**src/rtl/imm_extend_stage_pkg.sv**
```systemverilog
// Shared encodings for the immediate-extension stage: field-width selects and extension modes.
package imm_extend_stage_pkg;

    typedef logic [1:0] len_sel_t;

    localparam len_sel_t LEN_1  = 2'd0;
    localparam len_sel_t LEN_5  = 2'd1;
    localparam len_sel_t LEN_8  = 2'd2;
    localparam len_sel_t LEN_11 = 2'd3;

    localparam logic EXT_ZERO = 1'b0;
    localparam logic EXT_SIGN = 1'b1;

endpackage

```
**src/rtl/imm_extend_stage_if.sv**
```systemverilog
// Upstream/downstream handshake bundle for the immediate-extension stage.
interface imm_extend_stage_if
    import imm_extend_stage_pkg::*;
#(
    parameter int unsigned IN_W   = 11,
    parameter int unsigned DATA_W = 16
);
    logic              in_valid;
    logic              in_ready;
    logic [IN_W-1:0]   in_imm;
    len_sel_t          in_len_sel;
    logic              in_sign;
    logic              flush;
    logic              out_valid;
    logic              out_ready;
    logic [DATA_W-1:0] out_data;
    logic [1:0]        occupancy;

    modport master (
        output in_valid, in_imm, in_len_sel, in_sign, flush, out_ready,
        input  in_ready, out_valid, out_data, occupancy
    );

    modport slave (
        input  in_valid, in_imm, in_len_sel, in_sign, flush, out_ready,
        output in_ready, out_valid, out_data, occupancy
    );
endinterface

```
**src/rtl/imm_extend_stage_core.sv**
```systemverilog
// Stateless zero/sign extension of a selectable-width immediate field to DATA_W bits.
module imm_extend_core
    import imm_extend_stage_pkg::*;
#(
    parameter int unsigned DATA_W = 16,
    parameter int unsigned IN_W   = 11,
    parameter int unsigned FW0    = 1,
    parameter int unsigned FW1    = 5,
    parameter int unsigned FW2    = 8,
    parameter int unsigned FW3    = 11
) (
    input  logic [IN_W-1:0]   imm,
    input  len_sel_t          len_sel,
    input  logic              sign,
    output logic [DATA_W-1:0] data
);
    int unsigned       w;
    logic [DATA_W-1:0] imm_ext;
    logic [DATA_W-1:0] low_mask;
    logic [DATA_W-1:0] fill;
    logic              msb;

    // Mask off bits above the field, then fill them with the field MSB in sign mode.
    always_comb begin
        w = FW3;
        case (len_sel)
            LEN_1:  w = FW0;
            LEN_5:  w = FW1;
            LEN_8:  w = FW2;
            LEN_11: w = FW3;
        endcase
        imm_ext  = DATA_W'(imm);
        low_mask = ~({DATA_W{1'b1}} << w);
        msb      = |(imm_ext & (DATA_W'(1) << (w - 1)));
        fill     = (sign == EXT_SIGN) ? {DATA_W{msb}} : '0;
        data     = (imm_ext & low_mask) | (fill & ~low_mask);
    end
endmodule

```
**src/rtl/imm_extend_stage.sv**
```systemverilog
// Registered immediate-extension stage with a main register plus one skid entry.
module imm_extend_stage
    import imm_extend_stage_pkg::*;
#(
    parameter int unsigned DATA_W = 16,
    parameter int unsigned IN_W   = 11,
    parameter int unsigned FW0    = 1,
    parameter int unsigned FW1    = 5,
    parameter int unsigned FW2    = 8,
    parameter int unsigned FW3    = 11
) (
    input  logic               clk,
    input  logic               rst,
    imm_extend_stage_if.slave  bus
);
    logic              main_v, main_v_n;
    logic              skid_v, skid_v_n;
    logic [DATA_W-1:0] main_d, main_d_n;
    logic [DATA_W-1:0] skid_d, skid_d_n;
    logic [DATA_W-1:0] ext_c;
    logic              rdy;
    logic [1:0]        occ;
    logic              accept_c;
    logic              deliver_c;

    imm_extend_core #(
        .DATA_W (DATA_W),
        .IN_W   (IN_W),
        .FW0    (FW0),
        .FW1    (FW1),
        .FW2    (FW2),
        .FW3    (FW3)
    ) u_core (
        .imm     (bus.in_imm),
        .len_sel (bus.in_len_sel),
        .sign    (bus.in_sign),
        .data    (ext_c)
    );

    assign accept_c  = bus.in_valid & rdy;
    assign deliver_c = main_v & bus.out_ready;

    // Next-state of main/skid in priority order: flush, skid refill, direct load, skid load, drain.
    always_comb begin
        main_v_n = main_v;
        main_d_n = main_d;
        skid_v_n = skid_v;
        skid_d_n = skid_d;
        if (bus.flush) begin
            main_v_n = 1'b0;
            skid_v_n = 1'b0;
        end else if (deliver_c && skid_v) begin
            main_v_n = 1'b1;
            main_d_n = skid_d;
            skid_v_n = 1'b0;
        end else if (accept_c && (!main_v || deliver_c)) begin
            main_v_n = 1'b1;
            main_d_n = ext_c;
        end else if (accept_c) begin
            skid_v_n = 1'b1;
            skid_d_n = ext_c;
        end else if (deliver_c) begin
            main_v_n = 1'b0;
        end
    end

    always_ff @(posedge clk or posedge rst) begin
        if (rst) begin
            main_v <= 1'b0;
            main_d <= '0;
            skid_v <= 1'b0;
            skid_d <= '0;
            rdy    <= 1'b1;
            occ    <= 2'd0;
        end else begin
            main_v <= main_v_n;
            main_d <= main_d_n;
            skid_v <= skid_v_n;
            skid_d <= skid_d_n;
            rdy    <= !skid_v_n;
            occ    <= 2'(main_v_n) + 2'(skid_v_n);
        end
    end

    assign bus.out_valid = main_v;
    assign bus.out_data  = main_d;
    assign bus.in_ready  = rdy;
    assign bus.occupancy = occ;
endmodule

```
**src/flat_wrapper.sv**
```systemverilog
// flat-port wrapper written by rule: the top's interface ports become plain ports
module imm_extend_stage_flat import imm_extend_stage_pkg::*;
#(
    parameter int unsigned DATA_W = 16,
    parameter int unsigned IN_W   = 11,
    parameter int unsigned FW0    = 1,
    parameter int unsigned FW1    = 5,
    parameter int unsigned FW2    = 8,
    parameter int unsigned FW3    = 11
)
  (clk, rst, bus_in_valid, bus_in_imm, bus_in_len_sel, bus_in_sign, bus_flush, bus_out_ready, bus_in_ready, bus_out_valid, bus_out_data, bus_occupancy);
  imm_extend_stage_if #(.IN_W(IN_W), .DATA_W(DATA_W)) bus_i ();
  input  logic clk;
  input  logic rst;
  input wire logic [$bits(bus_i.in_valid)-1:0] bus_in_valid;
  input wire logic [$bits(bus_i.in_imm)-1:0] bus_in_imm;
  input wire logic [$bits(bus_i.in_len_sel)-1:0] bus_in_len_sel;
  input wire logic [$bits(bus_i.in_sign)-1:0] bus_in_sign;
  input wire logic [$bits(bus_i.flush)-1:0] bus_flush;
  input wire logic [$bits(bus_i.out_ready)-1:0] bus_out_ready;
  output wire logic [$bits(bus_i.in_ready)-1:0] bus_in_ready;
  output wire logic [$bits(bus_i.out_valid)-1:0] bus_out_valid;
  output wire logic [$bits(bus_i.out_data)-1:0] bus_out_data;
  output wire logic [$bits(bus_i.occupancy)-1:0] bus_occupancy;
  assign bus_i.in_valid = bus_in_valid;
  assign bus_i.in_imm = bus_in_imm;
  assign bus_i.in_len_sel = bus_in_len_sel;
  assign bus_i.in_sign = bus_in_sign;
  assign bus_i.flush = bus_flush;
  assign bus_i.out_ready = bus_out_ready;
  assign bus_in_ready = bus_i.in_ready;
  assign bus_out_valid = bus_i.out_valid;
  assign bus_out_data = bus_i.out_data;
  assign bus_occupancy = bus_i.occupancy;
  imm_extend_stage #(.DATA_W(DATA_W), .IN_W(IN_W), .FW0(FW0), .FW1(FW1), .FW2(FW2), .FW3(FW3)) u_core (.clk(clk), .rst(rst), .bus(bus_i));
endmodule
```
**config.mk**
```make
export PLATFORM = sky130hd
export DESIGN_NAME = imm_extend_stage_flat
export DESIGN_NICKNAME = d
export VERILOG_FILES = /design/src/rtl/imm_extend_stage_pkg.sv /design/src/rtl/imm_extend_stage_if.sv /design/src/rtl/imm_extend_stage_core.sv /design/src/rtl/imm_extend_stage.sv /design/src/flat_wrapper.sv
export SDC_FILE = /design/constraint.sdc
export NUM_CORES = 1
export LEC_CHECK = 0
export ABC_AREA = 0
export BUFFER_PORTS_ARGS = -buffer_cell sky130_fd_sc_hd__buf_2
export CAP_MARGIN = 20
export CELL_PAD_IN_SITES_DETAIL_PLACEMENT = 0
export CELL_PAD_IN_SITES_GLOBAL_PLACEMENT = 2
export CORE_MARGIN = 2
export CORE_UTILIZATION = 36
export CTS_BUF_LIST = sky130_fd_sc_hd__clkbuf_2 sky130_fd_sc_hd__clkbuf_4 sky130_fd_sc_hd__clkbuf_8
export DETAILED_ROUTE_END_ITERATION = 8
export GPL_TIMING_DRIVEN = 0
export PLACE_DENSITY = 0.91
export RECOVER_POWER = 50
export REMOVE_ABC_BUFFERS = 1
export SYNTH_ARGS = -nofsm -noshare
export SYNTH_HDL_FRONTEND = slang
export SYNTH_SLANG_ARGS = --single-unit
```
**constraint.sdc**
```tcl
create_clock -name clk -period 2.3 [get_ports clk]
set_clock_uncertainty 0.15 [all_clocks]
set_input_delay 0.46 -clock clk [delete_from_list [all_inputs] [get_ports clk]]
set_output_delay 0.46 -clock clk [all_outputs]
set_load 0.1 [all_outputs]
```
==> results.md <==
- Outcome: finished, final reports clean
- Dpl hpwl: 3.47 mm
- Worst-margin pin slew: 1.43 ns
- Die X: 81.1 um
- Critical path class: input port to flip-flop
- Multi-input gate area: 0.00124 mm2
- Post-DP Area: 0.00238 mm2
- DR WL/cell: 15.2 um
- DRC: 0
- Global route hottest layer: met2
- Layout cells sized above 1: 28.9%
- Peak supply drop: 375 uV
- Critical Path Start Type: input port
- Largest net degree at the start of global routing: 38
- Clock Latency Late Sink: 0.29 ns
- Fmax: 0.447 GHz
- Number of global-route vias before repair: 1610
- Drt total wl: 5.04 mm
- Synthesized area per cell: 10.1 um2
- Clock slew at reported path FFs: 0.08 ns
- GPL Wtd Cong: 0.805
- Final min period: 2.24 ns
- Fillers: 604
- Req. time, crit path: 2.34 ns
- CP max stage cell: o41ai_2
- Mapped Area: 0.00214 mm2
- Seq/Total Area, Yosys: 43.3%
- Root Driver: clkbuf_8
- H-tree lvl count: 2
- Row Count: 28
- Die Area: 0.00658 mm2
- Yosys warns: 0
- Via count: 1679
- Post-synth top area share: 42.1%
- M1 GR Usage: 21.1%
- Power Density: 879 mW/mm2
- Number of flops mapped to enable cells by yosys: 0
- Ranking of synthesized cells by area: dfrtp_1 42%, mux2i_1 9.8%, ha_1 5.8%
- Most used DFF post-synth: dfrtp_1
- CTS sink cnt: 37
- Diode count: 0
- Tcrit/Tclk final: 97.2%
- Worst slew margin: 4.69%
- GRT overflow: 0
- Initial cell density of the core: 36.8%
- Final std cells w/o fill: 331
- Final Util: 45.9%
- Placed cells: 316
- Leakage power: 1.13 nW
- I/O pin cnt: 39
- Yosys top cell by area: dfrtp_1
- Crit. End Element: flip-flop
- Cells after synthesis: 213
- Clock Path Buffers: 2
- Layout Nets: 284
- Core box area: 0.00582 mm2
- Distinct cells, synth: 39
- Endpoints failing setup: 0
- Area Overhead vs Synth: 24.7%
- Remaining antenna violation count: 0
- Vias per cell: 5.07
- Initial antenna violation count: 0
- Final slew viol count: 0
- CTS tree: done
- Drt pass-1 iters: 6
- Register Area: 927 um2
- Async S/R FF share, synth: 100%
- Chip Height: 81.1 um
- WP buf/inv: 4
- Routing usage on met3: 3.67%
- Crit-path max cell delay: 0.32 ns
- Tot GR Track Use: 16.1%
- First-pass GRT wire length: 8.01 mm
- Critical Path Fanout Max: 5
- Cell family with most CP delay: compound AO/OA/AOI/OAI gates
- Final Hold Viols: 0
- Hold Path Class: input port to flip-flop
- Port Buffers: 38
- Maxcap violations: 0
- Worst path arrival time: 2.28 ns
- Final instance area: 0.00267 mm2
- CTS Buf Count: 5
- Critical path, cell by cell: buf_2 -> inv_4 -> ha_2 -> inv_1 -> ha_1 -> nand4bb_4 -> a31oi_4 -> a21oi_4 -> buf_4 -> o41ai_2
- FF+latch count, synth: 37
- Met2 usage: 27.0%
- Detailed Route Iter0 Violations: 80
layout by cell type, fill, tap and decap left out, types with 10 or more instances in the layout:
master    Yosys  routed
a31oi_1      11      10
dfrtp_1      36      36
nand2_1      16      16
nand2b_1     13      12
buf_2         1      35
inv_1        12      11
mux2i_1      21      20
o21ai_0      11      11
nor2_1       12      11
routing by layer:
metal  up-vias  wire length, um
li1        848                -
met1       799             2340
met2        27             2490
met3         5              163
met4         0               42
met5         -                0
through the flow:
| step | setup TNS, ns | setup slack (ns) | hold WS (ns) | total power, W |
|---|---|---|---|---|
| after CTS | 0 | 0.00398 | 0.198 | 0.00235 |
| after global routing | -0.0306 | -0.0257 | 0.320 | 0.00246 |
| after floorplan | -12.44 | -0.559 | 0.290 | 0.00163 |
| after global placement | -26.73 | -1.14 | 0.303 | 0.00179 |
| after detailed placement | -27.46 | -1.16 | 0.308 | 0.00181 |
| final | 0 | 0.0638 | 0.309 | 0.00235 |
cells in the mapped netlist, types with 2 or more instances:
cell type  count
buf_6          2
a311oi_1       3
clkbuf_1       7
o31ai_1        6
dfrtp_1       36
o41ai_1        2
or3_1          2
nor2b_1        7
nor2_1        12
nand2b_1      13
mux2i_1       21
a31oi_1       11
nor3_1         6
nand3_1        5
inv_1         12
o21ai_0       11
and2_1         4
ha_1          10
a2111oi_4      2
a21oi_1        5
or2b_1         3
nand2_1       16
path summary, 6_finish.rpt:
| kind | startpoint | end | slack [ns] | cells past startpoint |
|---|---|---|---|---|
| max | bus_in_len_sel[0] | u_core.bus.out_data[11]$_DFFE_PP0P_ | 0.06 | 10 |
| min | bus_in_imm[8] | u_core.bus.out_data[8]$_DFFE_PP0P_ | 0.31 | 3 |
| max reg2reg | u_core.bus.out_valid$_DFF_PP0_ | u_core.bus.out_data[9]$_DFFE_PP0P_ | 0.13 | 4 |
| min reg2reg | u_core.skid_d[13]$_DFFE_PP0P_ | u_core.skid_d[13]$_DFFE_PP0P_ | 0.32 | 2 |
| max in group asynchronous | rst | u_core.bus.out_data[6]$_DFFE_PP0P_ | 0.73 | 2 |
| min in group asynchronous | rst | u_core.bus.out_data[13]$_DFFE_PP0P_ | 0.42 | 2 |
cells by family after synthesis:
family,count (synthesis),share of synthesized area (%)
AOI/OAI and AO/OA,48,17.0
adders and majority gates,10,5.84
buffers and inverters,23,4.97
DFF,37,43.3
muxes,21,9.82
and+or+nand+nor,74,19.1
worst min-delay path, delay by kind of cell:
family	cells	cell delay, ns
buf+inv	2	0.17
compound gates	1	0.08
flip-flops by register name, indices dropped and copies added (netlist names):
register,count
u_core.skid_d,16
u_core.bus.in_ready,1
u_core.bus.out_data,16
u_core.bus.occupancy,2
u_core.skid_v,1
u_core.bus.out_valid,1
area by class of cell:
cell class	instances	share of cell area, %
Timing Repair Buffer	46	9.66
Sequential cell	37	34.7
Clock inverter	1	0.188
Inverter	12	1.78
Tap cell	75	3.52
Clock buffer	7	3.61
Multi-Input combinational cell	153	46.5
what timing repair did:
| action | 4_1_cts | 5_1_grt |
|---|---|---|
| setup buffers | 7 | 0 |
| hold buffers | 0 | 0 |
| pin swaps | 4 | 4 |
| resized for setup | 11 | 9 |
| setup endpoints to repair | 32 | 19 |
power breakdown:
group | switching (W) | total [W] | internal, W
logic | 0.000741 | 0.000969 | 0.000228
clock network | 0.000239 | 0.000510 | 0.000271
registers | 0.0000706 | 0.000866 | 0.000796
total | 0.00105 | 0.00235 | 0.00129
(Power assumes the default switching activity.)
